**config.mk**
```make
export PLATFORM = sky130hd
export DESIGN_NAME = id_operand_stage
export DESIGN_NICKNAME = d
export VERILOG_FILES = /design/src/rtl/id_pkg.sv /design/src/rtl/id_operand_stage_fwd_mux.sv /design/src/rtl/id_operand_stage.sv
export SDC_FILE = /design/constraint.sdc
export NUM_CORES = 1
export LEC_CHECK = 0
export ABC_AREA = 1
export BUFFER_PORTS_ARGS = -buffer_cell sky130_fd_sc_hd__buf_2
export CORE_AREA = 2 2 152 154
export DETAILED_ROUTE_END_ITERATION = 12
export DIE_AREA = 0 0 154 156
export PLACE_DENSITY = 0.57
export SLEW_MARGIN = 20
export SYNTH_ARGS = -nofsm -noshare
export SYNTH_HDL_FRONTEND = slang
export SYNTH_SLANG_ARGS = --single-unit
```
**constraint.sdc**
```tcl
create_clock -name clk -period 4.3 [get_ports clk]
set_clock_uncertainty 0.2 [all_clocks]
set_input_delay 0.86 -clock clk [delete_from_list [all_inputs] [get_ports clk]]
set_output_delay 0.86 -clock clk [all_outputs]
set_load 0.1 [all_outputs]
```
**src/rtl/id_pkg.sv**
```systemverilog
// Shared widths, stall-bus encoding, forwarding-bus field layout and interlock
// state type for the ID operand stage.
package id_pkg;

  localparam int unsigned STALL_BUS_W = 6;
  localparam int unsigned IF_TO_ID_WD = 33;
  localparam logic        STOP        = 1'b1;
  localparam logic        NO_STOP     = 1'b0;

  // Each forwarding source is packed as {we, waddr, wdata}, with wdata in the LSBs.
  function automatic int unsigned fwd_w(input int unsigned aw, input int unsigned dw);
    return 1 + aw + dw;
  endfunction

  function automatic int unsigned fwd_addr(input int unsigned dw);
    return dw;
  endfunction

  function automatic int unsigned fwd_we(input int unsigned aw, input int unsigned dw);
    return dw + aw;
  endfunction

  localparam int unsigned FWD_W    = fwd_w(5, 32);
  localparam int unsigned FWD_DATA = 0;
  localparam int unsigned FWD_ADDR = fwd_addr(32);
  localparam int unsigned FWD_WE   = fwd_we(5, 32);

  typedef enum logic {IDLE, STALL} id_state_e;

endpackage

```
**src/rtl/id_operand_stage_fwd_mux.sv**
```systemverilog
// Priority bypass for one source operand. Source 0 is youngest and wins;
// register 0 always reads as zero. hit flags any live writer of addr.
module fwd_mux
  import id_pkg::*;
#(
  parameter int unsigned NUM_FWD = 3,
  parameter int unsigned REG_AW  = 5,
  parameter int unsigned DATA_W  = 32,
  parameter bit          BYPASS  = 1'b1
) (
  input  logic [REG_AW-1:0]                        addr,
  input  logic [NUM_FWD*fwd_w(REG_AW, DATA_W)-1:0] fwd_bus,
  input  logic [DATA_W-1:0]                        rf_rdata,
  output logic [DATA_W-1:0]                        data,
  output logic                                     hit
);

  localparam int unsigned FW = fwd_w(REG_AW, DATA_W);
  localparam int unsigned AO = fwd_addr(DATA_W);
  localparam int unsigned WO = fwd_we(REG_AW, DATA_W);

  logic [DATA_W-1:0] byp_data;

  always_comb begin
    hit      = 1'b0;
    byp_data = rf_rdata;
    // Scan oldest to youngest so the youngest matching source is applied last.
    for (int unsigned i = NUM_FWD; i > 0; i--) begin
      if (fwd_bus[(i-1)*FW + WO] && (fwd_bus[(i-1)*FW + AO +: REG_AW] == addr)) begin
        hit      = 1'b1;
        byp_data = fwd_bus[(i-1)*FW +: DATA_W];
      end
    end
    if (addr == '0) begin
      hit  = 1'b0;
      data = '0;
    end else if (BYPASS) begin
      data = byp_data;
    end else begin
      data = rf_rdata;
    end
  end

endmodule

```
**src/rtl/id_operand_stage.sv**
```systemverilog
// ID operand stage: IF->ID pipe register, stall hold of the SRAM word, operand
// bypass and load-use interlock. Optional feature macro: ID_FWD_EN.
module id_operand_stage
  import id_pkg::*;
#(
  parameter int unsigned NUM_FWD  = 3,
  parameter int unsigned REG_AW   = 5,
  parameter int unsigned DATA_W   = 32,
  parameter int unsigned LOAD_LAT = 1
) (
  input  logic                                     clk,
  input  logic                                     rst,
  input  logic [STALL_BUS_W-1:0]                   stall,
  input  logic [IF_TO_ID_WD-1:0]                   if_to_id_bus,
  input  logic [31:0]                              inst_sram_rdata,
  input  logic                                     rs_used,
  input  logic                                     rt_used,
  input  logic                                     ex_is_load,
  input  logic [NUM_FWD*fwd_w(REG_AW, DATA_W)-1:0] fwd_bus,
  input  logic [DATA_W-1:0]                        rf_rdata1,
  input  logic [DATA_W-1:0]                        rf_rdata2,
  output logic [REG_AW-1:0]                        rf_raddr1,
  output logic [REG_AW-1:0]                        rf_raddr2,
  output logic                                     id_valid,
  output logic [31:0]                              id_pc,
  output logic [31:0]                              id_inst,
  output logic [DATA_W-1:0]                        src1,
  output logic [DATA_W-1:0]                        src2,
  output logic                                     stallreq_for_id
);

  logic        hold_v;
  logic [31:0] hold_inst;
  logic        hit1, hit2;
  logic        unused_in;

  assign unused_in = ^{stall[0], stall[STALL_BUS_W-1:3]};

  always_ff @(posedge clk) begin
    if (rst) begin
      id_valid <= 1'b0;
      id_pc    <= '0;
    end else if (stall[1] == STOP && stall[2] == NO_STOP) begin
      id_valid <= 1'b0;
      id_pc    <= '0;
    end else if (stall[1] == NO_STOP) begin
      id_valid <= if_to_id_bus[32];
      id_pc    <= if_to_id_bus[31:0];
    end
  end

  // SRAM data is only valid the cycle after fetch, so freeze it on stall entry.
  always_ff @(posedge clk) begin
    if (rst) begin
      hold_v    <= 1'b0;
      hold_inst <= '0;
    end else if (stall[1] == STOP && !hold_v) begin
      hold_v    <= 1'b1;
      hold_inst <= inst_sram_rdata;
    end else if (stall[1] == NO_STOP) begin
      hold_v    <= 1'b0;
    end
  end

  assign id_inst   = hold_v ? hold_inst : inst_sram_rdata;
  assign rf_raddr1 = REG_AW'(id_inst[25:21]);
  assign rf_raddr2 = REG_AW'(id_inst[20:16]);

`ifdef ID_FWD_EN
  localparam bit BYPASS = 1'b1;
`else
  localparam bit BYPASS = 1'b0;
`endif

  fwd_mux #(.NUM_FWD(NUM_FWD), .REG_AW(REG_AW), .DATA_W(DATA_W), .BYPASS(BYPASS)) u_fwd_rs (
    .addr(rf_raddr1), .fwd_bus(fwd_bus), .rf_rdata(rf_rdata1), .data(src1), .hit(hit1)
  );

  fwd_mux #(.NUM_FWD(NUM_FWD), .REG_AW(REG_AW), .DATA_W(DATA_W), .BYPASS(BYPASS)) u_fwd_rt (
    .addr(rf_raddr2), .fwd_bus(fwd_bus), .rf_rdata(rf_rdata2), .data(src2), .hit(hit2)
  );

`ifdef ID_FWD_EN
  localparam int unsigned AO = fwd_addr(DATA_W);
  localparam int unsigned WO = fwd_we(REG_AW, DATA_W);

  logic              fwd0_we;
  logic [REG_AW-1:0] fwd0_addr;
  logic              hz;
  id_state_e         state, state_n;
  logic [2:0]        cnt, cnt_n;
  logic              unused_hit;

  assign unused_hit = hit1 ^ hit2;
  assign fwd0_we    = fwd_bus[WO];
  assign fwd0_addr  = fwd_bus[AO +: REG_AW];
  assign hz = ex_is_load & fwd0_we &
              ((rs_used & (rf_raddr1 != '0) & (rf_raddr1 == fwd0_addr)) |
               (rt_used & (rf_raddr2 != '0) & (rf_raddr2 == fwd0_addr)));

  always_ff @(posedge clk) begin
    if (rst) begin
      state <= IDLE;
      cnt   <= '0;
    end else begin
      state <= state_n;
      cnt   <= cnt_n;
    end
  end

  // The IDLE cycle that detects the hazard is the first stall cycle.
  always_comb begin
    state_n         = state;
    cnt_n           = cnt;
    stallreq_for_id = 1'b0;
    unique case (state)
      IDLE: begin
        stallreq_for_id = hz;
        if (hz && (LOAD_LAT > 1)) begin
          state_n = STALL;
          cnt_n   = 3'(LOAD_LAT - 2);
        end
      end
      STALL: begin
        stallreq_for_id = 1'b1;
        if (cnt == '0) state_n = IDLE;
        else           cnt_n   = cnt - 3'd1;
      end
    endcase
  end
`else
  logic unused_load;

  assign unused_load     = ex_is_load;
  assign stallreq_for_id = (rs_used & hit1) | (rt_used & hit2);
`endif

endmodule

```
======== Word level (Yosys, flattened, before mapping) ========
Cells that the tools add are included.
storage, ports and cells
  flip-flop bits (word level) ............. 66
  word-level logic and storage cells ...... 40
  input port bits ......................... 254
  output and inout bits ................... 140
operators by class
  bitwise gates (word level) .............. 4
  mux-type cells .......................... 13
  eq/ne operators ......................... 7
  reduce and logical (&&, ||, !) cells .... 12
operator list
  cell                                            number
  two-way mux 32 bit                              3
  == test 5 bit                                   6
  logical NOT 5 bit                               2
  two-way mux 1 bit                               10
  logical AND 1 bit                               8
  AND 1 bit                                       2
  != test 2 x 1 -> 1 bit (second input constant)  1
  OR reduction 2 bit                              1
  logical NOT 1 bit                               1
  NOT 1 bit                                       1
  bitwise OR 1 bit                                1

======== Longest topological paths before layout ========
  depth in word-level cells ............... 9
  gate-level depth with buffers ........... 12

======== By module ========
A second synthesis with hierarchy kept.
unflattened totals
  cells, all modules ...................... 769
  area total of the unflattened synthesis .. 4306.6 µm²
by module, submodules not included
  module            area an instance (µm²)  cells each  seq. area each (µm²)  times used
  id_operand_stage  3083.0                  471         1321.3                1
  fwd_mux           611.8                   149         0.0                   2

======== Worst setup path after synthesis ========
OpenSTA, ideal clock, no wires.
  kind .................................... reg2out
  start ................................... register hold_v
  end ..................................... output port id_inst[30]
  path slack .............................. 154 ps
  arrival time ............................ 3086 ps
  data required time ...................... 3240 ps
  stages on the path, launching flop included .. 7
  buffers on the path ..................... 4
  path through ............................ dfxtp_1 buf_6 inv_8 buf_6 clkbuf_1 buf_2 o21ai_0
on the way
  cells in the longest elaborated chain, start to end .. 1
RTL lines
  what                      line                    source
  start: declaration        id_operand_stage.sv:32  logic hold_v;
  start signal: assignment  id_operand_stage.sv:55  hold_v <= 1'b0;
  start signal: assignment  id_operand_stage.sv:58  hold_v <= 1'b1;
  start signal: assignment  id_operand_stage.sv:61  hold_v <= 1'b0;
  two-way mux 32 bit        id_operand_stage.sv:65  assign id_inst = hold_v ? hold_inst : inst_sram_rdata;
  end: declaration          id_operand_stage.sv:26  output logic [31:0] id_inst,
No other way between the ends.

======== Final worst setup path ========
  start ................................... register hold_v
  end ..................................... output port src1[30]
on the way
  cells in the longest elaborated chain, start to end .. 3
RTL lines
  what                line                            source
  two-way mux 32 bit  id_operand_stage.sv:65
  logical NOT 5 bit   id_operand_stage_fwd_mux.sv:34  if (addr == '0) begin
  two-way mux 32 bit  id_operand_stage_fwd_mux.sv:34
  end: declaration    id_operand_stage.sv:27          output logic [DATA_W-1:0] src1,
No other way between the ends.

==> out/results.ini <==
[sta]
fin_crit_ns=3.686
rsz0062_at_grt=no
setup_tns_ns=0
clock.fmax_mhz=271.3
finalHoldViolCount=0
drv_slew=0
period_share=0.8572
worst_pin_slew_ns=0.9577
whs_ns=0.2487
setup_viol=0
slew_headroom=0.3593

[global_routing]
grt_max_degree=65
antenna_found_initial=2
gr-usage-all-layers=0.1312
overflow=0
grt_pass1_wl_mm=24.74
grt_pass1_vias=4600

[drt]
wl_met2_mm=7.641
drt_iter0_markers=143
dr.pass1.iters=4
topRoutingLayerUsed=met4
antenna_left=0
wl_met1_mm=6.953
num_vias=4946
via_per_inst=4.024
routed_wirelength_mm=16.27
wl_per_cell_um=13.24
wl_met3_mm=1.385
post-route-drc-count=0

[floorplanning]
start_util=0.1825
core-area_um2=22370
die_h_um=156
dieWidth_um=154
dieArea_um2=24020
row_count=55
ios=394

[synth]
seq_area_frac_synth=0.3236
synthCells=672
yosysUniqueCellTypes=20
syn_nets=926
ys.warnings.count=0
syn_area_per_cell_um2=6.075
ys_seq_elements=66
syn_area_um2=4083

[pwr]
comb_power_share=0.432
switching_share=0.4836
power_density_nw_per_um2=416.0
p_seq_frac=0.266
netSwitchingPower_uw=1208
clkPwrFrac=0.302
p_int_uw=1289
ir_drop_v=0.0001902
power.leakage_uw=0.003371

[clock_network]
numCtsBuffers=9
clk_pin_slew_ns=0.06
htreeDepth=3
cts_setup_buffers=0
cts_tree=built
clk_latency_ns=0.33
cts_resized=0
clock_sinks=66
hold_buffers=0
cts_buffer_depth=2
ctsRootBufferMaster=clkbuf_16

[setup_path]
cp_data_required_time_ns=3.24
r2r_cells=4
max_stage_delay_ns=0.56
path_cells=inv_8 > nand2_1 > nand2_2 > nor4_4 > buf_12 > nor2_1 > buf_2
crit_family=simple AND/OR/NAND/NOR gates
regToRegSetupSlack_ns=2.09
crit_type=reg2out
cp_slowest_cell=dfxtp_1
arrival_ns=2.63
crit_fanout=64
regToRegStartpoint=hold_v
worstSetupEndpointType=output port
crit_buf_inv=3
start_kind=flop
worstReg2RegEnd=hold_inst[29]

[min_path]
hp-class=reg2reg
min_path_cells=2
min_from=hold_inst[14]
min_to=hold_inst[14]

[placed_design]
gp_congestion=0.8581
port_buffers=292
postPlaceCellArea_um2=5698
hpwlAfterDp_mm=12.96
dp_cells=1212

[finish]
final_common_cell=buf_2
drive_gt1_frac=0.3807
final_cell_mix=buf_2 (292), nand2_1 (167), inv_1 (117), nor2_1 (71), dfxtp_1 (66)
nets=1192
finalInstanceArea_um2=6003
area_growth_pct=47.04
finish.utilization=0.2684
stdcell_count=1229

[job]
maxCapViolCount=0

[run_status]
status=finished, final reports clean

## power groups by stage
| stage | sequential [uW] | combinational, uW | clock [uW] |
|---|---|---|---|
| after global routing | 668 | 1140 | 820 |
| after CTS | 664 | 1090 | 792 |
| after floorplan | 778 | 777 | 0 |
| after global placement | 677 | 1080 | 0 |
| after detailed placement | 678 | 1090 | 0 |
| final | 664 | 1080 | 754 |
## logic make-up (layout without fill, tap and decap cells)
kind of cell / Yosys count / after routing / share of synthesized area
other cells: 0 / 1 / 0
buf+inv: 162 / 433 / 0.1796
flops: 66 / 66 / 0.3236
simple gates: 328 / 328 / 0.3546
compound gates: 116 / 116 / 0.1422
## cell usage after synthesis (all sizes together)
| cell | number | share of area |
|---|---|---|
| buf | 22 | 0.049 |
| clkbuf | 21 | 0.019 |
| nand3b | 1 | 0.0018 |
| nor2 | 91 | 0.096 |
| a21oi | 65 | 0.080 |
| o21ai | 51 | 0.063 |
| nor4 | 2 | 0.010 |
| clkinv | 1 | 0.00092 |
| nand2 | 188 | 0.19 |
| dfxtp | 66 | 0.32 |
| nand3 | 46 | 0.056 |
| inv | 118 | 0.11 |
## area by class of cell
class	instances	area, um^2
diodes	1	2.502
clock buffers	9	225.2
clock inverters	7	77.57
fillers	2581	16360
inverters	119	454.2
multi-input cells	444	2034
flip-flops and latches	66	1321
well taps	285	356.6
repair buffers	298	1531
## worst max-delay path by stage
stage	startpoint	to	slack, ns	cells past startpoint
after CTS	hold_v	src1[30]	0.50	7
after floorplan	hold_v	id_inst[30]	0.15	6
final	hold_v	src1[30]	0.61	7
after global routing	hold_v	src1[30]	0.34	7
after global placement	inst_sram_rdata[24]	src1[29]	0.76	7
after detailed placement	inst_sram_rdata[25]	src1[30]	0.76	7
## worst min-delay path, stage by stage, from the launching register on
cell,delay [ns]
dfxtp_1,0.29
inv_1,0.05
a21oi_1,0.05
## metrics by stage
step | power (uW) | setup slack [ns]
finish | 2497 | 0.6140
global route | 2629 | 0.3410
CTS | 2544 | 0.5034
detailed placement | 1764 | 0.7603
global placement | 1761 | 0.7601
floorplan | 1555 | 0.1544
## metal layers
metal | vias up | global-route usage
met1 | 2140 | 0.1540
li1 | 2563 | -
met3 | 17 | 0.04278
met4 | 0 | 0.03649
met2 | 226 | 0.2291
met5 | - | 0
## state kept, by name (all words and copies together) (netlist names)
| register | flops |
|---|---|
| hold_inst | 32 |
| id_valid | 1 |
| id_pc | 32 |
| hold_v | 1 |
Power figures use the tool's default switching activity.
